### src/rtl/color_scan_scheduler.sv
// Request-driven colour scan for a TCS3200-style sensor: steps through the red, blue,
// green and clear filters, lets each settle, counts cs_out rising edges per window.
module color_scan_scheduler #(
    parameter int WINDOW_CYC = 240,
    parameter int SETTLE_CYC = 8,
    parameter int CNT_W      = 10
) (
    input  logic             clk,
    input  logic             reset,
    input  logic             start,
    input  logic             cs_out,
    output logic             S0,
    output logic             S1,
    output logic             S2,
    output logic             S3,
    output logic             OE,
    output logic             busy,
    output logic             done,
    output logic [CNT_W-1:0] red_cnt,
    output logic [CNT_W-1:0] blue_cnt,
    output logic [CNT_W-1:0] green_cnt,
    output logic [CNT_W-1:0] clear_cnt,
    output logic             sat,
    output logic [2:0]       state_dbg_o
);

    typedef enum logic [2:0] {
        IDLE   = 3'd0,
        SETUP  = 3'd1,
        SETTLE = 3'd2,
        COUNT  = 3'd3,
        DONE   = 3'd4
    } state_t;

    localparam int TMR_W = $clog2(WINDOW_CYC + SETTLE_CYC + 1);
    localparam logic [TMR_W-1:0] WIN_LAST    = TMR_W'(WINDOW_CYC - 1);
    localparam logic [TMR_W-1:0] SETTLE_LAST = TMR_W'(SETTLE_CYC - 1);
    localparam logic [CNT_W-1:0] CNT_MAX     = '1;

    state_t           state_q;
    logic [1:0]       idx_q;
    logic [1:0]       sel_q;
    logic [TMR_W-1:0] tmr_q;
    logic [CNT_W-1:0] work_q;
    logic [CNT_W-1:0] work_d;
    logic             sat_work_q;
    logic             sat_q;
    logic             oe_q;
    logic             busy_q;
    logic             done_q;
    logic [2:0]       sync_q;
    logic [CNT_W-1:0] res_q [4];
    logic             cs_rise;
    logic             ovf;

    // Filter select codes in scan order: red, blue, green, clear.
    function automatic logic [1:0] filt_code(input logic [1:0] idx);
        case (idx)
            2'd0:    filt_code = 2'b00;
            2'd1:    filt_code = 2'b01;
            2'd2:    filt_code = 2'b11;
            default: filt_code = 2'b10;
        endcase
    endfunction

    // sync_q[0] may go metastable; sync_q[1] is the first safe sample.
    assign cs_rise = sync_q[1] & ~sync_q[2];
    assign ovf     = cs_rise && (work_q == CNT_MAX);

    always_comb begin
        work_d = work_q;
        if (cs_rise && (work_q != CNT_MAX)) begin
            work_d = work_q + CNT_W'(1);
        end
    end

    always_ff @(posedge clk) begin
        if (reset) begin
            state_q    <= IDLE;
            idx_q      <= 2'd0;
            sel_q      <= 2'b10;
            tmr_q      <= '0;
            work_q     <= '0;
            sat_work_q <= 1'b0;
            sat_q      <= 1'b0;
            oe_q       <= 1'b1;
            busy_q     <= 1'b0;
            done_q     <= 1'b0;
            sync_q     <= 3'b000;
            for (int i = 0; i < 4; i++) begin
                res_q[i] <= '0;
            end
        end else begin
            sync_q <= {sync_q[1:0], cs_out};
            done_q <= 1'b0;
            case (state_q)
                IDLE: begin
                    if (start) begin
                        state_q    <= SETUP;
                        idx_q      <= 2'd0;
                        sel_q      <= filt_code(2'd0);
                        busy_q     <= 1'b1;
                        oe_q       <= 1'b0;
                        sat_work_q <= 1'b0;
                    end
                end
                SETUP: begin
                    tmr_q   <= '0;
                    work_q  <= '0;
                    state_q <= (SETTLE_CYC == 0) ? COUNT : SETTLE;
                end
                SETTLE: begin
                    if (tmr_q == SETTLE_LAST) begin
                        tmr_q   <= '0;
                        state_q <= COUNT;
                    end else begin
                        tmr_q <= tmr_q + TMR_W'(1);
                    end
                end
                COUNT: begin
                    work_q     <= work_d;
                    sat_work_q <= sat_work_q | ovf;
                    if (tmr_q == WIN_LAST) begin
                        // work_d folds in an edge landing on the final window cycle.
                        res_q[idx_q] <= work_d;
                        if (idx_q == 2'd3) begin
                            state_q <= DONE;
                        end else begin
                            idx_q   <= idx_q + 2'd1;
                            sel_q   <= filt_code(idx_q + 2'd1);
                            state_q <= SETUP;
                        end
                    end else begin
                        tmr_q <= tmr_q + TMR_W'(1);
                    end
                end
                DONE: begin
                    done_q  <= 1'b1;
                    sat_q   <= sat_work_q;
                    busy_q  <= 1'b0;
                    oe_q    <= 1'b1;
                    sel_q   <= 2'b10;
                    state_q <= IDLE;
                end
                default: state_q <= IDLE;
            endcase
        end
    end

    assign S0          = 1'b1;
    assign S1          = 1'b0;
    assign S2          = sel_q[1];
    assign S3          = sel_q[0];
    assign OE          = oe_q;
    assign busy        = busy_q;
    assign done        = done_q;
    assign sat         = sat_q;
    assign red_cnt     = res_q[0];
    assign blue_cnt    = res_q[1];
    assign green_cnt   = res_q[2];
    assign clear_cnt   = res_q[3];
    assign state_dbg_o = state_q;

endmodule
### config.mk
export PLATFORM = sky130hd
export DESIGN_NAME = color_scan_scheduler
export DESIGN_NICKNAME = d
export VERILOG_FILES = /design/src/rtl/color_scan_scheduler.sv
export SDC_FILE = /design/constraint.sdc
export NUM_CORES = 1
export LEC_CHECK = 0
export CAP_MARGIN = 20
export CORE_MARGIN = 2
export CORE_UTILIZATION = 47
export DETAILED_ROUTE_END_ITERATION = 8
export PLACE_DENSITY = 0.77
export SYNTH_ARGS = -nofsm -noshare
export SYNTH_HDL_FRONTEND = slang
export SYNTH_SLANG_ARGS = --single-unit
### constraint.sdc
create_clock -name clk -period 3.8 [get_ports clk]
set_input_delay 0.76 -clock clk [delete_from_list [all_inputs] [get_ports clk]]
set_output_delay 0.76 -clock clk [all_outputs]
set_load 0.01 [all_outputs]
After elaboration in Yosys (flattened, before gate mapping). Memory sizes are Yosys's and may differ from the RTL's. Index checks and enable logic that the tools add are counted.

Muxes and demuxes: 33. Equality and inequality tests: 16. $add $sub $neg: 3. Bitwise gates (word level): 3. Reduce and logical (&&, ||, !) cells: 16.

Operator list (number): $pmux W8 S3 (1); $mux W10 (2); $pmux W10 S2 (1); $mux W8 (2); $mux W2 (6); $mux W3 (4); $pmux W2 S3 (2); $pmux W3 S4 (1); $add A10 B1 Y10 const B (1); $eq A10 B10 Y1 const B (1); $mux W1 (10); $ne A10 B10 Y1 const B (1); $ne A2 B2 Y1 const B (5); $reduce_or A10 Y1 (1); $add A8 B1 Y8 const B (1); $eq A8 B3 Y1 const B (1); $eq A8 B8 Y1 const B (1); $reduce_and A4 Y1 (2); $eq A3 B2 Y1 const B (2); $pmux W1 S2 (3); $reduce_and A2 Y1 (3); $reduce_bool A2 Y1 (3); $reduce_bool A3 Y1 (2); $eq A2 B2 Y1 const B (2); other kinds (12) (13).

Memories: 1. Output and inout port bits: 51. Bits of input ports: 4. Logic and storage cells: 83. Bits in writable memories: 40. Register bits after elaboration: 33.

Memory list: res_q (depth 4, width 10, rd ports 4, clocked after Yosys merged registers in 0, write ports 4, RTL line 52) `logic [CNT_W-1:0] res_q [4];`.

Logic depth before layout (Yosys ltp). Gate-level depths: netlist of run 1.

Depth after elaboration: 7. Depth in mapped cells: 7. Mapped depth without buffers: 6.

Least setup slack after synthesis of run 1. OpenSTA, ideal clock, no wires.

Path kind: register to register. From: register tmr_q[0]. To: memory res_q[0][0] (enable). Slack: 1.753 ns. Cell stages (with the launch flop): 7. Setup time: 0.339 ns. Period minus slack after synthesis: 2.047 ns. Data arrival time: 1.709 ns. Path buffers: 0. Required time: 3.461 ns. Cell sequence: dfxtp_1 ha_1 nand3_1 nor2_4 nand2_1 or3_1 or2b_1.

RTL lines: start: declaration (RTL line 43) `logic [TMR_W-1:0] tmr_q;`; start signal: assignment (RTL line 117) `tmr_q <= tmr_q + TMR_W'(1);`; start signal: assignment (RTL line 134) `tmr_q <= tmr_q + TMR_W'(1);`; end: declaration (RTL line 52).

==> results of run 1 <==
[cells by family after synthesis]
logic type / share of synthesized area [%]
buffers and inverters: 3.37
AOI/OAI and AO/OA: 11.8
other: 0.235
DFF: 58.3
xor gates and xnor gates: 2.47
muxes: 2.23
and+or+nand+nor: 20.4
adders and majority gates: 1.18
[synth_stat cells, drive strengths merged, types with 2 or more instances]
library cell,number
nor2,66
edfxtp,40
dfxtp,33
nand2,22
a21oi,15
buf,8
nand2b,7
o21ai,7
xnor2,7
clkbuf,6
mux2i,6
inv,5
nand3,5
nand4,5
nor3,5
nor2b,4
or3,4
a2bb2oi,3
a31oi,3
and2b,3
ha,3
nand3b,3
nand4b,3
a21o,2
a311oi,2
conb,2
nor4,2
xor2,2
[how the worst min path moves through the flow]
| stage | from | end |
|---|---|---|
| 2_1_floorplan | sync_q[0]$_SDFF_PP0_ | sync_q[1]$_SDFF_PP0_ |
| 3_3_place_gp | sync_q[0]$_SDFF_PP0_ | sync_q[1]$_SDFF_PP0_ |
| 3_5_place_dp | sync_q[0]$_SDFF_PP0_ | sync_q[1]$_SDFF_PP0_ |
| 4_1_cts | sync_q[0]$_SDFF_PP0_ | sync_q[1]$_SDFF_PP0_ |
| 5_1_grt | sync_q[0]$_SDFF_PP0_ | sync_q[1]$_SDFF_PP0_ |
| 6_report | sync_q[0]$_SDFF_PP0_ | sync_q[1]$_SDFF_PP0_ |
[routing by layer]
layer	wire length [um]	part of all wire, %	up-vias	global-route usage (%)
met5	0	0	-	0
met4	118	1.7	0	9.80
met3	355	5.0	8	4.29
met2	3380	48	80	32.7
met1	3180	45	1133	25.3
li1	-	-	1162	-
[layout make-up]
class                           count  area (um2)
Fill cell                         577        2700
Sequential cell                    73        1860
Multi-Input combinational cell    205        1220
Timing Repair Buffer               54         536
Clock buffer                       11         153
Tap cell                           80         100
Clock inverter                      5        85.1
Inverter                            5        18.8
[state kept, by name, indices dropped and copies added, names as in the netlist]
name,cells
OE,1
sat_work_q,1
tmr_q,8
sync_q,3
res_q,40
sel_q,2
idx_q,2
done,1
work_q,10
state_dbg_o,3
sat,1
busy,1
[through the flow]
stage	setup WS [ns]	power (mW)	cell area [um2]	utilization [%]	cells
CTS	0.967	1.78	3980	59.5	433
floorplan	1.75	0.999	3190	-	297
finish	0.978	1.77	3980	59.5	433
global route	0.738	1.83	3980	59.5	433
detailed placement	0.661	1.08	3740	56.0	417
global placement	0.801	1.07	3740	56.0	417
[power by group]
part | internal (mW) | total (mW) | switching, mW
registers | 0.862 | 0.882 | 0.0198
logic | 0.0851 | 0.178 | 0.0928
clock network | 0.413 | 0.710 | 0.296
total | 1.36 | 1.77 | 0.409
[worst max-delay path, delay by kind of cell, from the launching register on]
kind | cells | cell delay (ns)
AND/OR/NAND/NOR | 5 | 1.75
buffers and inverters | 1 | 0.20
flip-flops | 1 | 0.53
[layout by cell type (no fill, tap or decap), types with 2 or more instances in the layout]
| cell type | synthesis | final |
|---|---|---|
| nand4b_1 | 3 | 3 |
| nand4_1 | 4 | 4 |
| o21ai_0 | 7 | 7 |
| nand3_1 | 5 | 5 |
| edfxtp_1 | 40 | 40 |
| bufinv_16 | 0 | 2 |
| nor2_1 | 65 | 65 |
| nor4_1 | 2 | 2 |
| buf_4 | 4 | 2 |
| ha_1 | 3 | 3 |
| nand2_1 | 22 | 22 |
| conb_1 | 2 | 2 |
| nor3_1 | 5 | 5 |
| nor2b_1 | 4 | 4 |
| or3_1 | 3 | 3 |
| a21oi_1 | 14 | 14 |
| a311oi_1 | 2 | 2 |
| a2bb2oi_1 | 3 | 3 |
| xor2_1 | 2 | 2 |
| a21o_1 | 2 | 2 |
| clkdlybuf4s50_1 | 0 | 52 |
| mux2i_1 | 6 | 6 |
| and2b_1 | 2 | 2 |
| xnor2_1 | 7 | 7 |
| a31oi_1 | 3 | 3 |
| nand2b_1 | 7 | 7 |
| dfxtp_1 | 33 | 33 |
| nand3b_1 | 3 | 3 |
| clkbuf_8 | 1 | 9 |
| inv_1 | 5 | 5 |
==> results.md, run 1 <==
- Status: finished, final reports clean
- CTS Buf Count: 9
- Routed len/inst: 16.2 um
- Hold Slack: 0.444 ns
- Slew headroom: 44.4%
- Grt ovf: 0
- Ys async rst share: 0%
- Global-route wire length before repair: 11400 um
- Synth area leader: edfxtp_1
- CP max stage cell: or3_1
- Die Height: 86.4 um
- Post-DRT Antenna Nets: 0
- Worst Path Required: 3.80 ns
- Worst-Skew Late Latency: 0.34 ns
- Slew Limit Fails: 0
- Pleak: 1.33 nW
- Synth Flop Type: edfxtp_1
- Maximum VDD drop: 0.268 mV
- Worst Hold Class: flop to flop
- Final setup viols: 0
- FF+latch count, synth: 73
- Final RePlAce weighted congestion: 0.844
- Dpl hpwl: 4910 um
- Final #Nets: 355
- Synthesized area per cell: 10.8 um2
- Power per cell area: 445 nW/um2
- Hold Fails Final Rpt: 0
- Yosys top cell area share: 37.6%
- Worst path arrival time: 2.82 ns
- Drt drc: 0
- CP cell instances: nand3b_1, nor2_1, buf_4, nand2_1, or3_1, or2b_1
- Critical path launch point: state_dbg_o[0]$_SDFFE_PP0P_
- Hold_buf cts: 0
- CP endpoint kind: flop
- Post-CTS Repair Setup Buffers: 0
- Diode count: 0
- P&R area growth vs syn: 24.6%
- Fin crit share: 74.3%
- Core Area: 6680 um2
- Boundary Pins: 55
- Reg clk slew, reported paths: 0.08 ns
- Routed Wire Length: 7030 um
- Drt pass-1 iters: 4
- Vias in the first global route: 2312
- CTS sink count: 73
- Final min period: 2.82 ns
- I/O Buffers: 52
- Die area: 7470 um2
- DR vias: 2383
- GRT Total Usage: 20.0%
- Synth cell types: 60
- Register area share after synthesis: 58.3%
- Synthesized net count: 304
- Unrepaired setup endpoints after global routing: no
- CTS resizes: 0
- Hold path depth: 1
- Setup TNS: 0 ns
- Worst Setup EP: res_q[0][5]$_SDFFCE_PN0P_
- R2R setup slack: 0.98 ns
- Share of cells above drive strength 1: 7.93%
- FF-to-FF Start: state_dbg_o[0]$_SDFFE_PP0P_
- Starting Density: 47.8%
- Synth area leaders: edfxtp_1, dfxtp_1, nor2_1, nand2_1, a21oi_1
- Vias per cell: 5.50
- Worst path max stage delay: 0.56 ns
- Htree depth: 3
- Clock buffer depth: 2
- CTS tree: done
- Clock Skews: 0.00968 ns
- Initial antenna violation count: 0
- Critical setup path kind: flop to flop
- Cells after synthesis: 297
- Die X: 86.4 um
- Drt initial violations: 133
- Number of synthesized flops with an enable pin: 40
- # rows: 30
- Root Driver: clkbuf_8
- Worst setup SP type: flop
- Top achievable clock speed: 354 MHz
- Max FO, Critical Path: 12
- Post-Synthesis Cell Area: 3190 um2
- R2R depth: 6
- Yosys Warn Count: 0
- Worst-margin pin slew: 0.825 ns
- Largest net degree at the start of global routing: 30
- RR Endpoint: res_q[0][5]$_SDFFCE_PN0P_
- Max Cap Viol: 0
Power figures use the tool's default switching activity.
==> inputs of run 2 (changes only) <==
Clock period 3.8 ns to 2.8 ns, I/O delays scaled along.
==> run 2 against run 1 <==
First-iteration DRC count increased by 50%. Clock power increased by 18%. Via count increased by 1.7%. Wire length decreased by 2.2%. Hold slack improved by 0.015 ns. Cell count increased by 1.2%. Design area about the same. Setup slack got worse by 0.53 ns. Combinational power increased by 35%. Clock skew decreased by 0.0011 ns. Total power increased by 28%.
==> results.md, run 2 (same netlist as run 1, synthesis figures left out) <==
- Vias in the first global route: 2219 (was 2312)
- Die Height: 86.4 um (unchanged)
- Htree depth: 3 (unchanged)
- Clock buffer depth: 2 (unchanged)
- Clock Skews: 0.00855 ns (was 0.00968 ns)
- Regs by FF count: res_q: 40 flops, work_q: 10 flops, tmr_q: 8 flops (unchanged)
- Worst path arrival time: 2.36 ns (was 2.82 ns)
- Diode count: 0 (unchanged)
- Drt drc: 0 (unchanged)
- Drt pass-1 iters: 4 (unchanged)
- Most flop-heavy register: res_q (unchanged)
- Critical setup path kind: flop to flop (unchanged)
- CP max stage cell: or2b_1 (was or3_1)
- R2R depth: 6 (unchanged)
- Setup TNS: 0 ns (unchanged)
- CTS tree: done (unchanged)
- CTS sink count: 73 (unchanged)
- Die X: 86.4 um (unchanged)
- Layout Cells excl Fill: 438 (was 433)
- Grt ovf: 0 (unchanged)
- Final setup viols: 0 (unchanged)
- Hold Fails Final Rpt: 0 (unchanged)
- GRT Total Usage: 19.3% (was 20.0%)
- Worst Path Required: 2.80 ns (was 3.80 ns)
- Share of cells above drive strength 1: 9.50% (was 7.93%)
- FILL cells: 548 (was 577)
- Commonest cells after routing, fill and taps aside: nor2_1, clkdlybuf4s50_1, edfxtp_1 (unchanged)
- Max FO, Critical Path: 10 (was 12)
- Max Cap Viol: 0 (unchanged)
- Reg clk slew, reported paths: 0.08 ns (about the same)
- Final #Nets: 360 (was 355)
- # rows: 30 (unchanged)
- Worst-Skew Late Latency: 0.35 ns (was 0.34 ns)
- Largest net degree at the start of global routing: 30 (unchanged)
- Vias per cell: 5.53 (was 5.50)
- Routed len/inst: 15.7 um (was 16.2 um)
- Worst Hold Class: flop to flop (unchanged)
- DR vias: 2423 (was 2383)
- Post-DRT Antenna Nets: 0 (unchanged)
- CTS Buf Count: 9 (unchanged)
- P&R area growth vs syn: 24.6% (about the same)
- Drt initial violations: 200 (was 133)
- Maximum VDD drop: 0.394 mV (was 0.268 mV)
- I/O Buffers: 52 (unchanged)
- Final RePlAce weighted congestion: 0.882 (was 0.844)
- Total power: 2.27 mW (was 1.77 mW)
- CP cell instances: ha_1, nand3_1, nor2_4, nand2_1, or3_1, or2b_1 (was nand3b_1, nor2_1, buf_4, nand2_1, or3_1, or2b_1)
- CP endpoint kind: flop (unchanged)
- Worst-margin pin slew: 0.629 ns (was 0.825 ns)
- Critical path launch point: tmr_q[0]$_SDFFE_PP0P_ (was state_dbg_o[0]$_SDFFE_PP0P_)
- Post-CTS Repair Setup Buffers: 0 (unchanged)
- Stages on the worst setup path: 6 (unchanged)
- Crit path buffers/inverters: 0 (was 1)
- CTS resizes: 0 (unchanged)
- Status: finished, final reports clean (unchanged)
- Pleak: 1.33 nW (about the same)
- Critical path's top delay family: simple AND/OR/NAND/NOR gates (unchanged)
- Core Area: 6680 um2 (unchanged)
- RR Endpoint: res_q[0][3]$_SDFFCE_PN0P_ (was res_q[0][5]$_SDFFCE_PN0P_)
- Fin crit share: 84.1% (was 74.3%)
- Boundary Pins: 55 (unchanged)
- DP Cell Count: 422 (was 417)
- Worst setup SP type: flop (unchanged)
- Power per cell area: 571 nW/um2 (was 445 nW/um2)
- Max reg flops: 40 (unchanged)
- Final min period: 2.35 ns (was 2.82 ns)
- R2R setup slack: 0.45 ns (was 0.98 ns)
- Seq. cell area: 1860 um2 (unchanged)
- Root Driver: clkbuf_8 (unchanged)
- Commonest non-fill, non-tap cell in the layout: nor2_1 (unchanged)
- Slew headroom: 57.6% (was 44.4%)
- Top achievable clock speed: 425 MHz (was 354 MHz)
- Dpl hpwl: 4790 um (was 4910 um)
- Die area: 7470 um2 (unchanged)
- Routed Wire Length: 6880 um (was 7030 um)
- Initial antenna violation count: 0 (unchanged)
- Worst Setup EP: res_q[0][3]$_SDFFCE_PN0P_ (was res_q[0][5]$_SDFFCE_PN0P_)
- Global-route wire length before repair: 11000 um (was 11400 um)
- Multi-input logic area: 1220 um2 (unchanged)
- Worst path max stage delay: 0.44 ns (was 0.56 ns)
- Unrepaired setup endpoints after global routing: no (unchanged)
- Starting Density: 47.8% (unchanged)
- FF-to-FF Start: tmr_q[0]$_SDFFE_PP0P_ (was state_dbg_o[0]$_SDFFE_PP0P_)
- Slew Limit Fails: 0 (unchanged)
- Hold_buf cts: 0 (unchanged)
-- run 2: cell types whose count changed in the layout (fill, tap and decap cells not counted) --
cell,previous run,this run
bufinv_16,2,1
buf_4,2,7
clkinv_4,1,2
clkinvlp_4,1,3
clkbuf_1,1,0
clkbuf_16,1,0
-- run 2: worst min path at each step --
stage                                end            startpoint  depth (start not counted)  slack [ns]
floorplan           sync_q[1]$_SDFF_PP0_  sync_q[0]$_SDFF_PP0_                          1        0.41
finish              sync_q[1]$_SDFF_PP0_  sync_q[0]$_SDFF_PP0_                          1        0.46
global placement    sync_q[1]$_SDFF_PP0_  sync_q[0]$_SDFF_PP0_                          1        0.42
global route        sync_q[1]$_SDFF_PP0_  sync_q[0]$_SDFF_PP0_                          1        0.47
CTS                 sync_q[1]$_SDFF_PP0_  sync_q[0]$_SDFF_PP0_                          1        0.47
detailed placement  sync_q[1]$_SDFF_PP0_  sync_q[0]$_SDFF_PP0_                          1        0.43
-- run 2: through the flow --
| stage | hold WS, ns | instance area, um2 | setup WS [ns] | util [%] |
|---|---|---|---|---|
| global route | 0.470 | 3980 | 0.283 | 59.6 |
| detailed placement | 0.430 | 3780 | 0.405 | 56.5 |
| floorplan | 0.414 | 3190 | 0.753 | - |
| CTS | 0.465 | 3980 | 0.444 | 59.6 |
| finish | 0.458 | 3980 | 0.446 | 59.6 |
| global placement | 0.425 | 3780 | 0.461 | 56.5 |
-- run 2: report_power, final --
| group | internal (mW) | switching, mW | leakage (nW) | total (mW) |
|---|---|---|---|---|
| Combinational | 0.115 | 0.126 | 0.588 | 0.241 |
| Clock | 0.417 | 0.418 | 0.0921 | 0.835 |
| Sequential | 1.17 | 0.0272 | 0.647 | 1.20 |
| Total | 1.70 | 0.571 | 1.33 | 2.27 |
-- run 2: area by class of cell --
class,instances,share of cell area [%]
clock buffer,9,3.11
timing repair buffer,59,14.4
inverter,5,0.472
tap,80,2.51
sequential,73,46.8
clock inverter,7,1.98
multi-input combinational,205,30.7
-- run 2: metal layers --
layer  global-route usage [%]  vias up  wire length [um]  part of all wire, %
met5                        0        -                 0                    0
met4                     8.24        0               147                  2.1
met3                     6.10       17               478                  6.9
met2                     30.8       97              3240                   47
met1                     24.2     1139              3020                   44
li1                         -     1170                 -                    -
-- run 2: worst register-to-register path, delay by kind of cell (launching register included) --
family                   cells  cell delay (ns)
adder cells (fa/ha/maj)      1             0.22
flip-flops                   1             0.39
AND/OR/NAND/NOR              5             1.41
